===== src/rtl/scan_seq_pkg.sv =====
// Shared definitions for the scan sequencer: state encoding and default sizing.
// Latency: n/a (definitions only).
// Backpressure: n/a.
package scan_seq_pkg;

  localparam int SWEEP_W_DEF        = 8;
  localparam int TIMEOUT_CYCLES_DEF = 4096;

  typedef logic [2:0] state_t;

  localparam state_t ST_IDLE   = 3'd0;
  localparam state_t ST_SCAN   = 3'd1;
  localparam state_t ST_DRAIN  = 3'd2;
  localparam state_t ST_FINISH = 3'd3;
  localparam state_t ST_ERROR  = 3'd4;

endpackage


===== src/rtl/scan_watchdog.sv =====
// Stall watchdog: counts enabled cycles without a kick, flags when TIMEOUT_CYCLES is reached.
// Latency: timeout is combinational from the count; it fires in the TIMEOUT_CYCLES-th quiet cycle.
// Backpressure: none. Only built when SCAN_SEQ_WATCHDOG_EN is defined.
`ifdef SCAN_SEQ_WATCHDOG_EN
module scan_watchdog #(
  parameter int TIMEOUT_CYCLES = 4096
) (
  input  logic clk,
  input  logic reset,
  input  logic clear,
  input  logic en,
  input  logic kick,
  output logic timeout
);

  localparam int CW = $clog2(TIMEOUT_CYCLES + 1);
  localparam logic [CW-1:0] LAST = CW'(TIMEOUT_CYCLES - 1);

  logic [CW-1:0] cnt;

  // A kick or an explicit clear restarts the count; outside the watched states it rests at zero.
  always_ff @(posedge clk or posedge reset) begin
    if (reset) begin
      cnt <= '0;
    end else if (clear || kick || !en) begin
      cnt <= '0;
    end else begin
      cnt <= cnt + 1'b1;
    end
  end

  assign timeout = en && !kick && !clear && (cnt == LAST);

endmodule
`endif


===== src/rtl/scan_sequencer.sv =====
// Runs the stepper scan controller for exactly N L->R->L sweeps, counting sweeps on dir falls.
// Latency: run rises the cycle after accept; dir edges act one cycle late; done one cycle after FINISH.
// Backpressure: cmd_ready only in IDLE. Optional stall watchdog under SCAN_SEQ_WATCHDOG_EN.
module scan_sequencer
  import scan_seq_pkg::*;
#(
  parameter int SWEEP_W        = SWEEP_W_DEF,
  parameter int TIMEOUT_CYCLES = TIMEOUT_CYCLES_DEF
) (
  input  logic               clk,
  input  logic               reset,
  input  logic               cmd_valid,
  input  logic [SWEEP_W-1:0] cmd_sweeps,
  output logic               cmd_ready,
  input  logic               abort,
  input  logic               dir_in,
  input  logic               step_in,
  output logic               run,
  output logic               busy,
  output logic               sweep_pulse,
  output logic [SWEEP_W-1:0] sweeps_done,
  output logic               done,
  output logic               aborted,
  output logic               error,
  input  logic               err_clear
);

  localparam logic [SWEEP_W-1:0] ONE = SWEEP_W'(1);

  state_t             state;
  logic               dir_d;
  logic [SWEEP_W-1:0] remaining;
  logic [SWEEP_W-1:0] sd_inc;
  logic               rise;
  logic               fall;
  logic               accept;
  logic               timeout;

  assign rise      = dir_in & ~dir_d;
  assign fall      = ~dir_in & dir_d;
  assign cmd_ready = (state == ST_IDLE);
  assign accept    = cmd_valid & cmd_ready;
  assign busy      = (state == ST_SCAN) || (state == ST_DRAIN) || (state == ST_FINISH);
  assign sd_inc    = (&sweeps_done) ? sweeps_done : sweeps_done + 1'b1;

`ifdef SCAN_SEQ_WATCHDOG_EN
  scan_watchdog #(
    .TIMEOUT_CYCLES(TIMEOUT_CYCLES)
  ) u_watchdog (
    .clk    (clk),
    .reset  (reset),
    .clear  (accept),
    .en     ((state == ST_SCAN) || (state == ST_DRAIN)),
    .kick   (step_in),
    .timeout(timeout)
  );

  // Sticky stall flag; only err_clear while parked in ERROR releases it.
  always_ff @(posedge clk or posedge reset) begin
    if (reset) begin
      error <= 1'b0;
    end else if (timeout) begin
      error <= 1'b1;
    end else if ((state == ST_ERROR) && err_clear) begin
      error <= 1'b0;
    end
  end
`else
  localparam int unused_timeout = TIMEOUT_CYCLES;
  logic unused_inputs;
  assign unused_inputs = step_in ^ err_clear;
  assign timeout       = 1'b0;
  assign error         = 1'b0;
`endif

  // Job FSM: run is dropped on the last rise (or on abort) so the carriage parks at the left end.
  always_ff @(posedge clk or posedge reset) begin
    if (reset) begin
      state       <= ST_IDLE;
      dir_d       <= 1'b0;
      remaining   <= '0;
      sweeps_done <= '0;
      run         <= 1'b0;
      aborted     <= 1'b0;
      sweep_pulse <= 1'b0;
      done        <= 1'b0;
    end else begin
      dir_d       <= dir_in;
      sweep_pulse <= 1'b0;
      done        <= 1'b0;
      case (state)
        ST_IDLE: begin
          if (accept) begin
            sweeps_done <= '0;
            aborted     <= 1'b0;
            remaining   <= cmd_sweeps;
            if (cmd_sweeps == '0) begin
              state <= ST_FINISH;
            end else begin
              run   <= 1'b1;
              state <= ST_SCAN;
            end
          end
        end
        ST_SCAN: begin
          if (timeout) begin
            run   <= 1'b0;
            state <= ST_ERROR;
          end else begin
            if (fall) begin
              remaining   <= remaining - 1'b1;
              sweeps_done <= sd_inc;
              sweep_pulse <= 1'b1;
            end
            // abort coinciding with the last rise is a single drop of run
            if (abort || (rise && (remaining == ONE))) begin
              run   <= 1'b0;
              state <= ST_DRAIN;
              if (abort) begin
                aborted <= 1'b1;
              end
            end
          end
        end
        ST_DRAIN: begin
          if (timeout) begin
            state <= ST_ERROR;
          end else if (fall) begin
            sweeps_done <= sd_inc;
            sweep_pulse <= 1'b1;
            state       <= ST_FINISH;
          end
        end
        ST_FINISH: begin
          done  <= 1'b1;
          state <= ST_IDLE;
        end
`ifdef SCAN_SEQ_WATCHDOG_EN
        ST_ERROR: begin
          if (err_clear) begin
            state <= ST_IDLE;
          end
        end
`endif
        default: begin
          run   <= 1'b0;
          state <= ST_IDLE;
        end
      endcase
    end
  end

endmodule


===== config.mk =====
export PLATFORM = sky130hd
export DESIGN_NAME = scan_sequencer
export DESIGN_NICKNAME = d
export VERILOG_FILES = /design/src/rtl/scan_seq_pkg.sv /design/src/rtl/scan_watchdog.sv /design/src/rtl/scan_sequencer.sv
export SDC_FILE = /design/constraint.sdc
export NUM_CORES = 1
export LEC_CHECK = 0
export ABC_AREA = 0
export BUFFER_PORTS_ARGS = -buffer_cell sky130_fd_sc_hd__buf_2
export CORE_UTILIZATION = 45
export CTS_CLUSTER_DIAMETER = 150
export DETAILED_ROUTE_END_ITERATION = 16
export PLACE_DENSITY = 0.68
export SKIP_LAST_GASP = 1
export SLEW_MARGIN = 20
export SYNTH_ARGS = -nofsm -noshare
export SYNTH_HDL_FRONTEND = slang
export SYNTH_SLANG_ARGS = --single-unit
export TNS_END_PERCENT = 20

===== constraint.sdc =====
create_clock -name clk -period 3.5 [get_ports clk]
set_input_delay 0 -clock clk [delete_from_list [all_inputs] [get_ports clk]]
set_output_delay 0 -clock clk [all_outputs]
set_load 0.005 [all_outputs]

==> results.cfg <==
[grt]
overflow = 0
antenna_found_initial = 0
top_usage_layer = met2
met1_usage_pct = 25.2
grt_start_max_net_pins = 27
gr-usage-met2_pct = 34.6
grt_pass1_vias = 1186
grt_usage_pct = 19.6
met3_usage_pct = 2.04
grt_pass1_wl_um = 5060

[drt]
vias = 1196
firstDrtPassIters = 13
routed_wl_um = 2850
drc = 1
ant_nets = 0
wl_per_cell_um = 13.3
drt_iter0_drc = 45
viasPerCell = 5.59

[pwr]
p_switching_uw = 545
switching_share_pct = 45.1
peakVddDrop_mv = 0.382
seqPwrFrac_pct = 35.2
p_clk_share_pct = 10.0
p_int_uw = 664
combPwrFrac_pct = 54.8
leakage_uw = 0.000738
power.density_nw_per_um2 = 760

[die]
io_pins = 30
dieHeight_um = 57.3
dieWidth_um = 57.3
coreArea_um2 = 2830
start_util_pct = 48.7
die_area_um2 = 3290
row_count = 19

[worst_hold_path]
min_from = cmd_sweeps[1]
hold_path_depth = 5
hp-class = input pin to flop
hold_end = remaining[1]

[layout]
drive_gt1_share_pct = 20.8
final_nets = 208
multi_input_area_um2 = 737
fillers = 259
regArea_um2 = 576
antenna_cells = 0
syn_to_final_growth_pct = 15.5

[place]
gp_congestion = 0.801
io_buffer_count = 26
dp_worst_setup_slack_ns = 1.51
dp_hpwl_um = 2150

[timing]
final.min_clock_period_ns = 2.01
tns_ns = 0
max_freq_mhz = 498
finalMaxSlewViolations = 0
worst_slack_ns = 1.49
hold_ws_ns = 0.0265
grt_setup_unrepaired = no
worst_pin_slew_ns = 0.862
setup_viol = 0
max_slew_margin_pct = 42.5
finalClockSkew_ns = 0.00185
post-route-period-util_pct = 57.4
finalHoldViolCount = 0

[clocking]
post_cts_buffers = 0
h-tree-depth = 1
cts.sinks = 23
clk_root_buffer_cell = clkbuf_4
clk_pin_slew_ns = 0.13
cts_resized = 0
cts_buffer_depth = 2
tritoncts = built
cts_inserted_buffers = 3
clock_latency_ns = 0.30

[flow_run]
drv_cap = 0

[setup_path]
worst_setup_path_start_kind = flop
worstPathCellList = inv_1 -> ha_1 -> nor2b_4 -> nor3_4 -> nand3_4 -> or3_1 -> o21ai_0
reg2reg_depth = 7
cpMaxStageDelayCell = dfrtp_1
cp.required_ns = 3.73
worst-setup-path-type = flop to flop
r2r_setup_slack_ns = 1.49
crit_family = simple AND/OR/NAND/NOR gates
worstReg2RegStart = state[0]
critical_path_buf_inv_count = 1
crit_arrival_ns = 2.24
path_max_fanout = 7
timing.rr.end = sweeps_done[7]
slowest_delay_ns = 0.44
critPathCaptureType = flop

[outcome]
outcome = finished, violations left
violations = design-rule violations

[synth]
ys_warn_count = 0
synth_area_um2 = 1380
synth_edf_count = 0
async_flop_share_pct = 100
synth_nets = 177
yosysUniqueCellTypes = 40
synth-seq-cells = 23
seq_area_frac_synth_pct = 41.8
ys.flop_type = dfrtp_1
synth_cells = 153
syn-mean-instance-area_um2 = 9.00
==> worst max-delay path by stage <==
stage,from,end,slack (ns),cells past startpoint
after floorplan,state[0],sweeps_done[7],1.74,7
after global placement,state[0],sweeps_done[5],1.55,7
after detailed placement,state[0],sweeps_done[3],1.51,7
after CTS,state[0],sweeps_done[3],1.49,7
after global routing,state[0],sweeps_done[4],1.25,7
final,state[0],sweeps_done[7],1.49,7
==> kinds of logic after synthesis <==
logic type,synth area share [%]
AOI/OAI and AO/OA,21.5
adders and majority gates,8.17
buffers and inverters,4.72
DFF,41.8
muxes,0.727
other,0.272
and+or+nand+nor,22.8
==> sequential cells by signal, indices dropped and copies added, names as in the netlist <==
register     flops
sweep_pulse      1
remaining        8
run              1
done             1
aborted          1
sweeps_done      8
dir_d            1
state            2
==> power by group through the flow <==
stage               combinational [uW]  clock (uW)  sequential, uW
floorplan                          503           0             418
global placement                   638           0             427
detailed placement                 662           0             430
CTS                                666         127             425
global route                       766         135             441
finish                             662         121             425
==> cell usage after synthesis (2+ instances only) <==
| cell | count | share of area (%) |
|---|---|---|
| dfrtp_1 | 23 | 42 |
| a21oi_1 | 16 | 5.8 |
| o21ai_0 | 14 | 5.1 |
| nand2_1 | 13 | 3.5 |
| inv_1 | 12 | 3.3 |
| nor2_1 | 11 | 3.0 |
| ha_1 | 9 | 8.2 |
| a31oi_1 | 5 | 2.3 |
| nand3_1 | 5 | 1.8 |
| nor3_1 | 4 | 1.5 |
| nand2b_1 | 3 | 1.4 |
| o31ai_1 | 3 | 1.6 |
| a211oi_1 | 2 | 1.1 |
| and2_1 | 2 | 0.91 |
| clkbuf_1 | 2 | 0.55 |
| nand4_1 | 2 | 0.91 |
| o22a_1 | 2 | 1.3 |
| o22ai_1 | 2 | 0.91 |
| or3_1 | 2 | 0.91 |
==> repair_timing <==
action                                 CTS  global route
endpoints found under the hold margin   25             0
hold buffers                             3             0
setup endpoints to repair                0             0
==> tightest hold or removal path, cell delays in order <==
cell and delay (ns):
buf_2 0.09, nand2_1 0.04, o21ai_0 0.07, nand2_1 0.05
o21ai_0 0.06
==> routing by layer <==
metal / up-vias / wire [um]
met1: 556 / 1360
met3: 2 / 91
met2: 24 / 1370
met4: 0 / 23
li1: 614 / -
met5: - / 0
==> placed cells by master, fill, tap and decap left out, types with 3 or more instances in the layout <==
cell	Yosys	routed
dlygate4sd3_1	0	3
ha_1	9	9
buf_2	1	26
clkbuf_4	0	3
nand2b_1	3	3
nor3_1	4	4
o31ai_1	3	3
nand3_1	5	5
nor2_1	11	11
o21ai_0	14	14
a31oi_1	5	5
nand2_1	13	13
dfrtp_1	23	23
a21oi_1	16	16
inv_1	12	12
==> cell type report <==
type,instances,area share (%)
Timing Repair Buffer,30,10.5
Inverter,12,2.83
Multi-Input combinational cell,114,46.3
Clock buffer,3,1.42
Sequential cell,23,36.2
Tap cell,31,2.44
Clock inverter,1,0.314
==> through the flow <==
stage / utilization [%] / cell area (um^2) / std cells / power (uW)
after floorplan: - / 1380 / 153 / 921
after global placement: 54.2 / 1530 / 207 / 1070
after detailed placement: 54.2 / 1530 / 207 / 1090
after CTS: 56.3 / 1590 / 214 / 1220
after global routing: 56.3 / 1590 / 214 / 1340
final: 56.3 / 1590 / 214 / 1210
Note: power is estimated with default switching activity, not from simulation.
